--- config.mk ---
export PLATFORM = sky130hd
export DESIGN_NAME = sid_bus_ctrl
export DESIGN_NICKNAME = d
export VERILOG_FILES = /design/src/rtl/sid_bus_ctrl.sv
export SDC_FILE = /design/constraint.sdc
export NUM_CORES = 1
export LEC_CHECK = 0
export ABC_CLOCK_PERIOD_IN_PS = 4900
export BUFFER_PORTS_ARGS = -buffer_cell sky130_fd_sc_hd__buf_4
export CORE_MARGIN = 4
export CORE_UTILIZATION = 35
export CTS_CLUSTER_DIAMETER = 60
export CTS_CLUSTER_SIZE = 20
export DETAILED_ROUTE_END_ITERATION = 8
export PLACE_DENSITY_LB_ADDON = 0.15
export SETUP_SLACK_MARGIN = 0.3
export SYNTH_ARGS = -nofsm -noshare
export SYNTH_HDL_FRONTEND = slang
export SYNTH_SLANG_ARGS = --single-unit
--- constraint.sdc ---
create_clock -name clk -period 4.9 [get_ports clk]
set_input_delay 0.49 -clock clk [delete_from_list [all_inputs] [get_ports clk]]
set_output_delay 0.49 -clock clk [all_outputs]
set_load 0.01 [all_outputs]
--- src/rtl/sid_bus_ctrl.sv ---
// sid_bus_ctrl: sequences host register writes onto the SID bus.
//
// Host writes are buffered in a small FIFO and each one is issued as a
// two-phase bus cycle timed to phi2 (sid_clk). The block also drives
// SID RES: a timed reset pulse runs after system reset or on request,
// and any pending writes are flushed.
//
// Ports:
//   clk, rst        system clock, synchronous active-high reset
//   sid_clk         phi2 from the clock divider (same clk domain)
//   wr_req/addr/data host write strobe, register address and data
//   wr_ready        FIFO can accept a write this cycle
//   sid_reset_req   one-cycle request to re-run the SID reset sequence
//   ovf_clr         clears the sticky overflow flag
//   overflow        sticky: a write arrived while the FIFO was full
//   busy            FIFO non-empty, bus cycle in flight, or reset phase
//   sid_cs_n, sid_rw, sid_addr, sid_data, sid_data_oe, sid_res_n  SID bus
//
// Handshake: a write is accepted on any clk where wr_req & wr_ready and
// sid_reset_req is low. wr_req while the FIFO is full is dropped and
// sets overflow; wr_req during the reset phase is silently ignored.
module sid_bus_ctrl #(
  parameter int FIFO_AW    = 2,
  parameter int RES_CYCLES = 16
) (
  input  logic       clk,
  input  logic       rst,
  input  logic       sid_clk,
  input  logic       wr_req,
  input  logic [4:0] wr_addr,
  input  logic [7:0] wr_data,
  output logic       wr_ready,
  input  logic       sid_reset_req,
  input  logic       ovf_clr,
  output logic       overflow,
  output logic       busy,
  output logic       sid_cs_n,
  output logic       sid_rw,
  output logic [4:0] sid_addr,
  output logic [7:0] sid_data,
  output logic       sid_data_oe,
  output logic       sid_res_n
);

  localparam int DEPTH = 1 << FIFO_AW;
  localparam logic [7:0] RES_LAST = 8'(RES_CYCLES - 1);

  typedef enum logic [1:0] {
    S_RESET  = 2'd0,
    S_IDLE   = 2'd1,
    S_ACTIVE = 2'd2,
    S_HOLD   = 2'd3
  } state_t;

  state_t state, state_nxt;

  // phi2 edge detection
  logic sid_clk_d;
  logic rise, fall;

  // FIFO storage: {addr, data}
  logic [12:0]      mem [DEPTH];
  logic [FIFO_AW:0] wr_ptr, rd_ptr;
  logic             empty, full, push, pop;
  logic [12:0]      head;

  logic [7:0] res_cnt, res_cnt_nxt;
  logic       cs_n_nxt, rw_nxt, oe_nxt, res_n_nxt;
  logic [4:0] addr_nxt;
  logic [7:0] data_nxt;

  assign rise = sid_clk & ~sid_clk_d;
  assign fall = ~sid_clk & sid_clk_d;

  assign empty = (wr_ptr == rd_ptr);
  assign full  = (wr_ptr[FIFO_AW] != rd_ptr[FIFO_AW]) &&
                 (wr_ptr[FIFO_AW-1:0] == rd_ptr[FIFO_AW-1:0]);
  assign head  = mem[rd_ptr[FIFO_AW-1:0]];

  assign wr_ready = ~full & (state != S_RESET);
  assign busy     = ~empty | (state != S_IDLE);

  // A reset request discards a same-cycle write and blocks the pop.
  assign push = wr_req & wr_ready & ~sid_reset_req;
  assign pop  = (state == S_IDLE) & fall & ~empty & ~sid_reset_req;

  always_ff @(posedge clk) begin
    sid_clk_d <= sid_clk;
  end

  always_ff @(posedge clk) begin
    if (push) mem[wr_ptr[FIFO_AW-1:0]] <= {wr_addr, wr_data};
  end

  // State register plus all registered bus outputs, FIFO pointers, flags.
  always_ff @(posedge clk) begin
    if (rst) begin
      state       <= S_RESET;
      res_cnt     <= '0;
      wr_ptr      <= '0;
      rd_ptr      <= '0;
      overflow    <= 1'b0;
      sid_cs_n    <= 1'b1;
      sid_rw      <= 1'b1;
      sid_addr    <= '0;
      sid_data    <= '0;
      sid_data_oe <= 1'b0;
      sid_res_n   <= 1'b0;
    end else begin
      state       <= state_nxt;
      res_cnt     <= res_cnt_nxt;
      sid_cs_n    <= cs_n_nxt;
      sid_rw      <= rw_nxt;
      sid_addr    <= addr_nxt;
      sid_data    <= data_nxt;
      sid_data_oe <= oe_nxt;
      sid_res_n   <= res_n_nxt;
      if (sid_reset_req) begin
        wr_ptr <= '0;
        rd_ptr <= '0;
      end else begin
        if (push) wr_ptr <= wr_ptr + 1'b1;
        if (pop)  rd_ptr <= rd_ptr + 1'b1;
      end
      // Setting wins over clearing so a drop is never lost.
      if (wr_req & full)  overflow <= 1'b1;
      else if (ovf_clr)   overflow <= 1'b0;
    end
  end

  // Next-state logic
  always_comb begin
    state_nxt = state;
    case (state)
      S_RESET:  if (rise && res_cnt == RES_LAST) state_nxt = S_IDLE;
      S_IDLE:   if (pop) state_nxt = S_ACTIVE;
      S_ACTIVE: if (fall) state_nxt = S_HOLD;
      S_HOLD:   state_nxt = S_IDLE;
      default:  state_nxt = S_RESET;
    endcase
    if (sid_reset_req) state_nxt = S_RESET;
  end

  // Output logic: next values of the registered bus outputs
  always_comb begin
    cs_n_nxt    = sid_cs_n;
    rw_nxt      = sid_rw;
    addr_nxt    = sid_addr;
    data_nxt    = sid_data;
    oe_nxt      = sid_data_oe;
    res_n_nxt   = sid_res_n;
    res_cnt_nxt = res_cnt;
    case (state)
      S_RESET: begin
        res_n_nxt = 1'b0;
        cs_n_nxt  = 1'b1;
        if (rise) begin
          if (res_cnt == RES_LAST) res_n_nxt = 1'b1;
          else                     res_cnt_nxt = res_cnt + 8'd1;
        end
      end
      S_IDLE: begin
        if (pop) begin
          addr_nxt = head[12:8];
          data_nxt = head[7:0];
          cs_n_nxt = 1'b0;
          rw_nxt   = 1'b0;
          oe_nxt   = 1'b1;
        end
      end
      S_ACTIVE: begin
        // Release CS on the second fall; data stays driven one more clk.
        if (fall) begin
          cs_n_nxt = 1'b1;
          rw_nxt   = 1'b1;
        end
      end
      S_HOLD: oe_nxt = 1'b0;
      default: ;
    endcase
    if (sid_reset_req) begin
      cs_n_nxt    = 1'b1;
      rw_nxt      = 1'b1;
      oe_nxt      = 1'b0;
      res_n_nxt   = 1'b0;
      res_cnt_nxt = '0;
    end
  end

endmodule

==> out/qor.csv, run 1 <==
stage,metric,value,unit
cts,path_clk_slew,0.09,ns
critical_path,rrSetupSlack,2.15,ns
grt,grt_pass1_vias,2077,
placed_design,gp_congestion,0.712,
power_and_ir_drop,p_sw,281,uW
sta,slew_headroom,0.250,
cts,hold_buffers,0,
power_and_ir_drop,power.share.clock,0.393,
power_and_ir_drop,p_leak,0.00140,uW
cts,postCtsSetupBuffers,0,
die,num_rows,36,
critical_path,cp_cell_sequence,"xor2_1, o311ai_4, nor3b_2",
critical_path,cp-end-kind,register,
synthesis,synth_largest_area_cell,edfxtp_1,
synthesis,synth_top_area_frac,0.432,
routing,drtIter0Drc,66,
synthesis,ys_warn_count,0,
routing,postRouteAntennaNets,0,
critical_path,crit_path_max_fanout,17,
placed_design,dp_cells,407,
finish,final_cell_area,4230,um2
cts,h-tree-depth,3,
critical_path,cp-start-kind,register,
sta,max_freq,0.364,GHz
die,die-area,12000,um2
cts,clockBufferDepth,2,
routing,viasPerCell,4.74,
critical_path,critPathKind,register to register,
critical_path,crit_family,simple AND/OR/NAND/NOR gates,
grt,grt_pass1_wl,10600,um
routing,wl_per_cell,15.5,um
sta,slew_viol_final,0,
synthesis,netlist_area,3610,um2
min_path,hold_path_class,primary input to register,
sta,fin_crit_sh,0.561,
synthesis,ys_seq_elements,87,
synthesis,yosysSeqAreaShare,0.626,
sta,finalCriticalPeriod,2.75,ns
routing,dr.pass1.iters,4,
die,io_pins,39,
cts,cts.sinks,87,
synthesis,synth_nets,275,
cts,ctsResizeCount,0,
power_and_ir_drop,power_frac_seq,0.585,
placed_design,hpwl,4380,um
critical_path,max_stage_delay,0.95,ns
critical_path,worst-path-buf-inv,0,
sta,rsz0062_at_grt,false,
placed_design,postPlaceCellArea,4020,um2
routing,drc,0,
grt,grt_overflow_total,0,
sta,finClkSkew,0.00560,ns
die,die_y,110,um
critical_path,worstPathArrival,2.73,ns
power_and_ir_drop,swShare,0.213,
finish,layout.cells.non_filler,423,
cts,cts_tree,done,
finish,multi_input_area,1270,um2
power_and_ir_drop,p_int,1040,uW
run,cap_viol_max_count,0,
cts,numCtsBuffers,9,
grt,grt_max_degree,18,
grt,grt_usage,0.119,
power_and_ir_drop,ir_drop,0.000189,V
finish,nFillCells,942,
sta,finalSetupViolations,0,
sta,hold_ws,0.285,ns
die,core,9910,um2
finish,syn_to_final_growth,17.1,%
grt,antenna_found_initial,0,
sta,finalHoldViolCount,0,
sta,worst_slew_pin_slew,1.12,ns
synthesis,synthArstFlopShare,0,
power_and_ir_drop,total_power,1320,uW
outcome,outcome,completed,
cts,cts_root_buffer,clkbuf_8,
routing,routed_wl,6540,um
critical_path,crit_slowest_cell,nor3b_2,
placed_design,port_buffers,38,
finish,drive_gt1_frac,0.279,
synthesis,synthDistinctLibCells,49,
finish,final-seq-area,2260,um2
power_and_ir_drop,powerDensity,313,nW/um2
synthesis,synth_cells,245,
finish,layout.nets,315,
die,die_x,110,um
finish,diodes,0,
routing,dr_total_vias,2005,
critical_path,worstPathRequired,4.88,ns
synthesis,synth_edf_count,52,
sta,fin_setup_tns,0,ns
power_and_ir_drop,p_comb_frac,0.022,
cts,clock_latency,0.35,ns
die,start_util,0.365,
synthesis,yosys-top-cells-area,"edfxtp_1 43%, dfxtp_1 19%, mux4_2 7.5%",
synthesis,ys.flop_type,edfxtp_1,
synthesis,syn_avg_cell_area,14.7,um2
-- placed cells by master (no fill, tap or decap), types with 2 or more instances in the layout --
cell type	count
a21oi_1	6
clkinvlp_4	2
dfxtp_1	35
nor2_1	26
nand2_1	9
a211oi_1	2
a311o_1	2
nor2b_1	3
or3_1	2
mux4_2	12
nor3_1	2
nand4_1	2
o21ai_0	4
nor3b_2	3
buf_4	40
mux2i_1	16
nor3b_1	3
ha_1	11
clkbuf_8	10
nand3_1	3
xor2_1	2
inv_6	2
edfxtp_1	52
xnor2_1	9
nor2_2	2
inv_1	5
-- path summary, 6_finish.rpt --
| kind | cells after the start | from | to |
|---|---|---|---|
| worst max-delay path | 3 | rd_ptr[1]$_SDFFE_PP0P_ | mem[2][12]$_DFFE_PP_ |
| worst min-delay path | 1 | sid_clk | sid_clk_d$_DFF_P_ |
| worst max register to register | 3 | rd_ptr[1]$_SDFFE_PP0P_ | mem[2][12]$_DFFE_PP_ |
| worst min register to register | 2 | sid_res_n$_SDFFE_PP0P_ | sid_res_n$_SDFFE_PP0P_ |
-- routing by layer --
layer | vias to the layer above | wire (um) | GRT usage
li1 | 992 | - | -
met4 | 0 | 79 | 0.0321
met3 | 7 | 224 | 0.0435
met5 | - | 0 | 0
met2 | 30 | 3300 | 0.196
met1 | 976 | 2940 | 0.149
-- registers in the layout, summed over array words and instances (netlist names) --
register     flops
overflow         1
sid_clk_d        1
sid_rw           1
sid_cs_n         1
sid_data         8
rd_ptr           3
sid_addr         5
res_cnt          8
mem             52
sid_res_n        1
wr_ptr           3
sid_data_oe      1
state            2
-- metrics by stage --
step            util  setup WS, ns
4_1_cts        0.427          2.03
3_3_place_gp   0.406          2.12
3_5_place_dp   0.406          2.06
2_1_floorplan      -          2.49
6_report       0.427          2.15
5_1_grt        0.427          1.92
-- final cells by class --
type / instances / area share
sequential: 87 / 0.535
timing repair buffer: 40 / 0.0710
inverter: 5 / 0.00444
multi-input combinational: 142 / 0.301
tap: 133 / 0.0393
clock buffer: 10 / 0.0325
clock inverter: 6 / 0.0175
-- cells by family (layout without fill, tap and decap cells) --
logic type / Yosys count / count (layout) / synth area share
compound gates: 27 / 27 / 0.0599
xor+xnor: 12 / 12 / 0.0312
fa+ha+maj: 11 / 11 / 0.0381
buf+inv: 16 / 61 / 0.0277
flops: 87 / 87 / 0.626
mux: 29 / 29 / 0.126
simple gates: 63 / 63 / 0.0904
-- synthesized netlist by cell type, drive strengths merged (3+ instances only) --
cell and n:
dfxtp 35, mux2i 16, clkbuf 5, nand3 3, nor2 28, inv 5
o21ai 4, xnor2 10, nor3b 6, a21oi 6, ha 11, edfxtp 52
nand2 9, nor2b 3, a211oi 3, mux4 13, buf 6
-- power by group through the flow --
| stage | combinational [uW] | sequential, uW | clock [uW] |
|---|---|---|---|
| after floorplan | 9.34 | 791 | 0 |
| after global placement | 30.0 | 791 | 0 |
| after detailed placement | 30.1 | 791 | 0 |
| after CTS | 30.2 | 774 | 538 |
| after global routing | 32.9 | 775 | 574 |
| final | 29.2 | 774 | 520 |
Note: power is estimated with default switching activity, not from simulation.
==> inputs of run 2 (changes only) <==
--- a/config.mk
+++ b/config.mk
@@ -5,7 +5,7 @@
 export SDC_FILE = /design/constraint.sdc
 export NUM_CORES = 1
 export LEC_CHECK = 0
-export ABC_CLOCK_PERIOD_IN_PS = 4900
+export ABC_CLOCK_PERIOD_IN_PS = 2260
 export BUFFER_PORTS_ARGS = -buffer_cell sky130_fd_sc_hd__buf_4
 export CORE_MARGIN = 4
 export CORE_UTILIZATION = 35
==> constraint.sdc (replaced) <==
create_clock -name clk -period 2.26 [get_ports clk]
set_input_delay 0.226 -clock clk [delete_from_list [all_inputs] [get_ports clk]]
set_output_delay 0.226 -clock clk [all_outputs]
set_load 0.01 [all_outputs]
==> run 2 against run 1 <==
Net effect:
- routed wire length up 1.2%
- die area unchanged
- clock skew up 0.0082 ns
- design area up 1.3%
- hold slack worse by 0.22 ns
- register-to-register slack worse by 1.7 ns
- via count up 2.5%
- critical path type unchanged
- largest cell class unchanged
==> out/qor.csv, run 2 (synthesis gave the netlist of run 1 again) <==
stage,metric,value,unit,change
routing,drc,0,,unchanged
critical_path,worst-path-buf-inv,3,,+3
sta,worst_slew_pin_slew,0.628,ns,-0.492 ns
grt,grt_max_degree,19,,+1
finish,syn_to_final_growth,18.7,%,
min_path,hold_path_class,primary input to register,,
critical_path,crit_family,buffers and inverters,,
power_and_ir_drop,p_comb_frac,0.023,,about the same
sta,finClkSkew,0.0138,ns,+0.00822 ns
die,num_rows,36,,unchanged
critical_path,critPathKind,register to register,,
sta,finalHoldViolCount,0,,unchanged
power_and_ir_drop,swShare,0.232,,+0.0196
routing,routed_wl,6620,um,+1.2%
sta,slew_viol_final,0,,unchanged
outcome,outcome,completed,,
placed_design,dp_cells,412,,+1.2%
critical_path,cp-start-kind,register,,
critical_path,worstPathArrival,1.90,ns,-0.83 ns
grt,grt_pass1_wl,11100,um,+4.8%
finish,drive_gt1_frac,0.294,,+0.0146
grt,grt_overflow_total,0,,unchanged
critical_path,crit_slowest_cell,dfxtp_1,,
critical_path,crit_path_max_fanout,13,,-4
routing,dr.pass1.iters,6,,+2
sta,max_freq,0.540,GHz,+48%
placed_design,port_buffers,38,,unchanged
critical_path,cp_cell_sequence,"inv_1, ha_1, inv_1, o311ai_4, nor3b_2, buf_6",,
cts,numCtsBuffers,9,,unchanged
cts,cts_tree,done,,
cts,clockBufferDepth,2,,unchanged
power_and_ir_drop,ir_drop,0.000311,V,+64%
finish,layout.cells.non_filler,429,,+1.4%
cts,h-tree-depth,3,,unchanged
routing,viasPerCell,4.79,,+1.1%
sta,finalSetupViolations,0,,unchanged
die,core,9910,um2,unchanged
cts,cts_root_buffer,clkbuf_8,,
sta,slew_headroom,0.580,,+0.330
cts,clock_latency,0.36,ns,about the same
routing,postRouteAntennaNets,0,,unchanged
finish,diodes,0,,unchanged
critical_path,path_common_cell,inv_1,,
routing,drtIter0Drc,65,,-1.5%
critical_path,max_stage_delay,0.42,ns,-0.53 ns
sta,rsz0062_at_grt,true,,
placed_design,hpwl,4470,um,+2.0%
finish,final_cell_mix,"52 x edfxtp_1, 40 x buf_4, 34 x dfxtp_1",,
finish,final_cell_area,4290,um2,+1.3%
routing,wl_per_cell,15.4,um,-0.21%
grt,antenna_found_initial,0,,unchanged
placed_design,gp_congestion,0.669,,-5.9%
finish,final_common_cell,edfxtp_1,,
power_and_ir_drop,p_int,2140,uW,+110%
die,die_x,110,um,unchanged
sta,fin_crit_sh,0.820,,+0.258
finish,layout.nets,321,,+1.9%
routing,dr_total_vias,2055,,+2.5%
placed_design,postPlaceCellArea,4070,um2,+1.2%
power_and_ir_drop,powerDensity,649,nW/um2,+110%
power_and_ir_drop,p_sw,646,uW,+130%
power_and_ir_drop,power_frac_seq,0.603,,+0.018
run,cap_viol_max_count,0,,unchanged
critical_path,worstPathRequired,2.31,ns,-2.57 ns
power_and_ir_drop,power.share.clock,0.374,,-0.019
die,die_y,110,um,unchanged
grt,grt_pass1_vias,2120,,+2.1%
cts,path_clk_slew,0.10,ns,about the same
critical_path,r2r-start,state[0]$_SDFFE_PP0P_,,
die,io_pins,39,,unchanged
critical_path,crit_path_start,state[0]$_SDFFE_PP0P_,,
die,die-area,12000,um2,unchanged
power_and_ir_drop,p_leak,0.00144,uW,+2.3%
min_path,hp-start,wr_data[6],,
cts,cts.sinks,87,,unchanged
critical_path,cp-end-kind,register,,
finish,largest_register_ffs,52,,unchanged
sta,finalCriticalPeriod,1.85,ns,-0.898 ns
grt,grt_usage,0.124,,+0.00500
die,start_util,0.365,,unchanged
## run 2: final timing paths
path / endpoint / slack [ns] / cells past startpoint
max: mem[1][1]$_DFFE_PP_ / 0.41 / 6
min: mem[1][6]$_DFFE_PP_ / 0.06 / 1
max reg2reg: mem[1][1]$_DFFE_PP_ / 0.41 / 6
min reg2reg: state[1]$_SDFFE_PP0P_ / 0.50 / 2
## run 2: per-layer routing
layer  wire length [um]  GRT usage  share of wire  vias up
met5                  0          0              0        -
met4                 91     0.0454          0.014        0
met2               3310      0.199           0.50       30
met3                222     0.0364          0.034        8
li1                   -          -              -     1014
met1               3000      0.160           0.45     1003
## run 2: area by class of cell
cell class	count	area [um2]
tap	133	166
timing repair buffer	46	375
inverter	5	18.8
fill	926	5620
multi-input combinational	142	1270
clock inverter	7	67.6
clock buffer	9	124
sequential	87	2260
## run 2: power groups by stage
stage               Sequential, uW  Combinational (uW)  Clock, uW
global placement              1720                64.3          0
finish                        1680                64.4       1040
CTS                           1680                66.5       1090
detailed placement            1720                65.0          0
global route                  1680                72.4       1150
floorplan                     1720                20.2          0
## run 2: what timing repair did
action / 4_1_cts / 5_1_grt
resized for setup: 0 / 5
setup buffers: 0 / 0
hold buffers: 1 / 0
endpoints found under the hold margin: 1 / 0
endpoints found under the setup margin: 0 / 41
## run 2: metrics by stage
step | TNS (ns) | hold slack [ns] | utilization | power, uW | setup WS, ns
after CTS | 0 | 0.0378 | 0.431 | 2830 | 0.368
after detailed placement | 0 | 0.382 | 0.411 | 1780 | 0.390
final | 0 | 0.0642 | 0.433 | 2780 | 0.408
after floorplan | -5.82 | 0.254 | - | 1740 | -0.149
after global placement | 0 | 0.381 | 0.411 | 1780 | 0.450
after global routing | 0 | 0.0348 | 0.433 | 2910 | 0.287
## run 2: worst reg2reg max path: cells and delay by family, from the launching register on
kind	cells	cell delay (ns)
buffers and inverters	3	0.44
DFF	1	0.42
adders and majority gates	1	0.29
AOI/OAI and AO/OA	1	0.16
and+or+nand+nor	1	0.24
==> inputs of run 3 (changes only) <==
--- a/config.mk
+++ b/config.mk
@@ -5,7 +5,8 @@
 export SDC_FILE = /design/constraint.sdc
 export NUM_CORES = 1
 export LEC_CHECK = 0
-export ABC_CLOCK_PERIOD_IN_PS = 2260
+export ABC_AREA = 1
+export ABC_CLOCK_PERIOD_IN_PS = 1900
 export BUFFER_PORTS_ARGS = -buffer_cell sky130_fd_sc_hd__buf_4
 export CORE_MARGIN = 4
 export CORE_UTILIZATION = 35
==> constraint.sdc (replaced) <==
create_clock -name clk -period 1.9 [get_ports clk]
set_input_delay 0.19 -clock clk [delete_from_list [all_inputs] [get_ports clk]]
set_output_delay 0.19 -clock clk [all_outputs]
set_load 0.01 [all_outputs]
==> run 3 against run 2 <==
Net effect:
- sequential power is 18% higher
- critical endpoint is now mem[0][6]$_DFFE_PP_
- routed wire length grew 22%
- count of clock-buffer cells in the layout did not move
- largest power group unchanged
- final cell count is 30% higher
- highest routed layer unchanged
- largest cell class unchanged
- sequential share of layout area fell by 4.0 points
- die area up 0.93%
- power up 24%
- global-route usage rose by 1.5 points
==> out/qor.csv, run 3 <==
stage,metric,value,unit,change
synthesis,synth-simple-area-share,0.154,,+0.0639
power_and_ir_drop,swShare,0.201,,-0.0310
finish,syn_to_final_growth,28.5,%,
synthesis,yosysMostFrequentCell,nand2_1,,
finish,multi_input_area,1300,um2,+2.2%
power_and_ir_drop,powerDensity,735,nW/um2,+13%
placed_design,hpwl,5310,um,+19%
critical_path,crit_family,simple AND/OR/NAND/NOR gates,,
synthesis,synth_largest_area_cell,edfxtp_1,,
placed_design,port_buffers,38,,unchanged
critical_path,worstPathRequired,1.98,ns,-0.33 ns
finish,diodes,0,,unchanged
sta,slew_headroom,0.772,,+0.192
grt,grt_pass1_vias,2537,,+20%
sta,finalCriticalPeriod,1.58,ns,-0.277 ns
synthesis,synth_xor_area_frac,0.0195,,-0.0116
power_and_ir_drop,p_leak,0.00174,uW,+21%
routing,wl_per_cell,14.6,um,-5.6%
critical_path,worstPathArrival,1.65,ns,-0.25 ns
synthesis,synth_top_area_frac,0.428,,-0.00430
routing,dr.pass1.iters,4,,-2
synthesis,netlist_area,3650,um2,+1.0%
sta,fin_setup_tns,0,ns,unchanged
synthesis,ys.flop_type,edfxtp_1,,
synthesis,synth_edf_count,52,,unchanged
critical_path,crit_path_start,rd_ptr[1]$_SDFFE_PP0P_,,
cts,path_clk_slew,0.09,ns,about the same
routing,viasPerCell,4.67,,-2.6%
cts,clock_latency,0.35,ns,about the same
grt,grt_overflow_total,0,,unchanged
finish,final_cell_mix,"62 x nand2_1, 52 x edfxtp_1, 50 x buf_4",,
critical_path,critPathKind,register to register,,
die,io_pins,39,,unchanged
synthesis,yosysSeqAreaShare,0.620,,-0.00623
synthesis,synth_nets,384,,+40%
critical_path,crit_path_max_fanout,6,,-7
critical_path,rrSetupSlack,0.32,ns,-0.08 ns
power_and_ir_drop,p_int,2750,uW,+29%
power_and_ir_drop,power.share.clock,0.400,,+0.026
critical_path,cp-end-kind,register,,
grt,antenna_found_initial,0,,unchanged
synthesis,synthMuxAreaShare,0,,-0.126
die,start_util,0.357,,-0.00791
synthesis,synth_cells,354,,+44%
critical_path,crit_slowest_cell,dfxtp_4,,
cts,cts_tree,done,,
synthesis,syn_avg_cell_area,10.3,um2,-30%
critical_path,reg2reg_to,mem[0][6]$_DFFE_PP_,,
critical_path,ff2ff_path_depth,8,,+2
sta,fin_crit_sh,0.829,,+0.00944
cts,clockBufferDepth,2,,unchanged
synthesis,yosys-top-cells-area,"edfxtp_1 43%, dfxtp_1 19%, nand2_1 6.7%",,
power_and_ir_drop,p_sw,693,uW,+7.2%
die,die_y,110,um,+0.47%
outcome,outcome,completed,,
routing,routed_wl,8100,um,+22%
die,die-area,12100,um2,+0.93%
synthesis,synthDistinctLibCells,27,,-45%
sta,worst_slew_pin_slew,0.340,ns,-0.288 ns
critical_path,r2r-start,rd_ptr[1]$_SDFFE_PP0P_,,
synthesis,synthArstFlopShare,0,,unchanged
critical_path,cp-endpoint,mem[0][6]$_DFFE_PP_,,
die,num_rows,37,,+2.8%
power_and_ir_drop,power_frac_seq,0.577,,-0.026
min_path,hold_path_class,primary input to register,,
power_and_ir_drop,ir_drop,0.000390,V,+25%
finish,nFillCells,948,,+2.4%
routing,postRouteAntennaNets,0,,unchanged
placed_design,gp_congestion,0.757,,+13%
sta,finalSetupViolations,0,,unchanged
grt,grt_usage,0.139,,+0.0150
synthesis,ys_warn_count,0,,unchanged
grt,grt_pass1_wl,12600,um,+13%
finish,drive_gt1_frac,0.295,,+0.00132
grt,grt_max_degree,29,,+10
finish,final-seq-area,2290,um2,+0.99%
cts,cts_root_buffer,clkbuf_8,,
finish,layout.nets,446,,+39%
critical_path,cp.depth,8,,+2
critical_path,worst-path-buf-inv,3,,unchanged
cts,cts.sinks,87,,unchanged
sta,finalHoldViolCount,0,,unchanged
finish,utilization,0.458,,+0.0255
sta,slew_viol_final,0,,unchanged
synthesis,synth_common_cells,"65 x nand2_1, 52 x edfxtp_1, 46 x nor2_1",,
finish,final_cell_area,4690,um2,+9.3%
sta,rsz0062_at_grt,true,,
routing,drtIter0Drc,115,,+77%
sta,max_freq,0.635,GHz,+18%
finish,largest_register_ffs,52,,unchanged
critical_path,cp-start-kind,register,,
synthesis,synth-adder-area-share,0.0377,,-0.000379
routing,drc,0,,unchanged
cts,numCtsBuffers,9,,unchanged
run,cap_viol_max_count,0,,unchanged
power_and_ir_drop,p_comb_frac,0.022,,about the same
synthesis,synth-compound-area-share,0.117,,+0.0570
synthesis,synth_top_family_by_area,simple AND/OR/NAND/NOR gates,,
placed_design,postPlaceCellArea,4220,um2,+3.8%
die,core,10200,um2,+3.2%
die,die_x,110,um,+0.47%
synthesis,ys_seq_elements,87,,unchanged
routing,dr_total_vias,2595,,+26%
cts,h-tree-depth,3,,unchanged
finish,final_common_cell,nand2_1,,
critical_path,max_stage_delay,0.38,ns,-0.04 ns
sta,finClkSkew,0.0117,ns,-0.00215 ns
critical_path,cp_cell_sequence,"inv_2, nand2_2, nand2_4, nand3_4, nand4_1, buf_6, nor2_4, clkbuf_16",,
==> run 3: kinds of logic (layout without fill, tap and decap cells) <==
kind of cell | after synthesis | in the layout
buffers and inverters | 40 | 106
adder cells (fa/ha/maj) | 11 | 11
flip-flops | 87 | 87
XOR/XNOR | 6 | 6
AO/OA/AOI/OAI | 76 | 76
AND/OR/NAND/NOR | 134 | 134
==> run 3: per-layer routing <==
layer,global-route usage,part of all wire,up-vias
met5,0,0,-
met4,0.0580,0.017,0
met3,0.0291,0.027,13
met2,0.243,0.52,28
met1,0.167,0.44,1229
li1,-,-,1325
==> run 3: how the worst min path moves through the flow <==
stage / slack [ns] / startpoint / cells after the start / end
floorplan: 0.22 / sid_clk / 0 / sid_clk_d$_DFF_P_
global placement: 0.31 / sid_clk / 1 / sid_clk_d$_DFF_P_
detailed placement: 0.31 / sid_clk / 1 / sid_clk_d$_DFF_P_
CTS: 0.01 / wr_data[0] / 1 / mem[0][0]$_DFFE_PP_
global route: 0.01 / wr_addr[3] / 1 / mem[3][11]$_DFFE_PP_
finish: 0.03 / wr_data[1] / 1 / mem[3][1]$_DFFE_PP_
==> run 3: stage by stage <==
step	hold WS [ns]	cells	power [uW]	setup slack, ns
3_3_place_gp	0.306	529	2110	0.298
2_1_floorplan	0.218	354	2060	0.131
5_1_grt	0.0103	556	3580	0.237
6_report	0.0327	556	3440	0.325
4_1_cts	0.0147	546	3490	0.291
3_5_place_dp	0.305	529	2120	0.267
==> run 3: power by group through the flow <==
stage	combinational, uW	clock, uW	sequential (uW)
after floorplan	23.3	0	2040
after global placement	74.2	0	2040
after detailed placement	76.7	0	2040
after CTS	78.7	1420	1990
after global routing	86.5	1500	1990
final	76.7	1380	1990
==> run 3: layout make-up <==
cell class,count,area share
timing repair buffer,63,0.129
clock buffer,9,0.0264
clock inverter,6,0.0184
inverter,28,0.0251
sequential,87,0.488
tap,136,0.0363
multi-input combinational,227,0.277
==> run 3: repair_timing <==
action,in CTS,in global routing
pin swaps,0,10
endpoints found under the setup margin,17,78
setup buffers,1,8
hold buffers,1,0
hold endpoints to repair,1,0
resized for setup,6,33
gates cloned,0,2
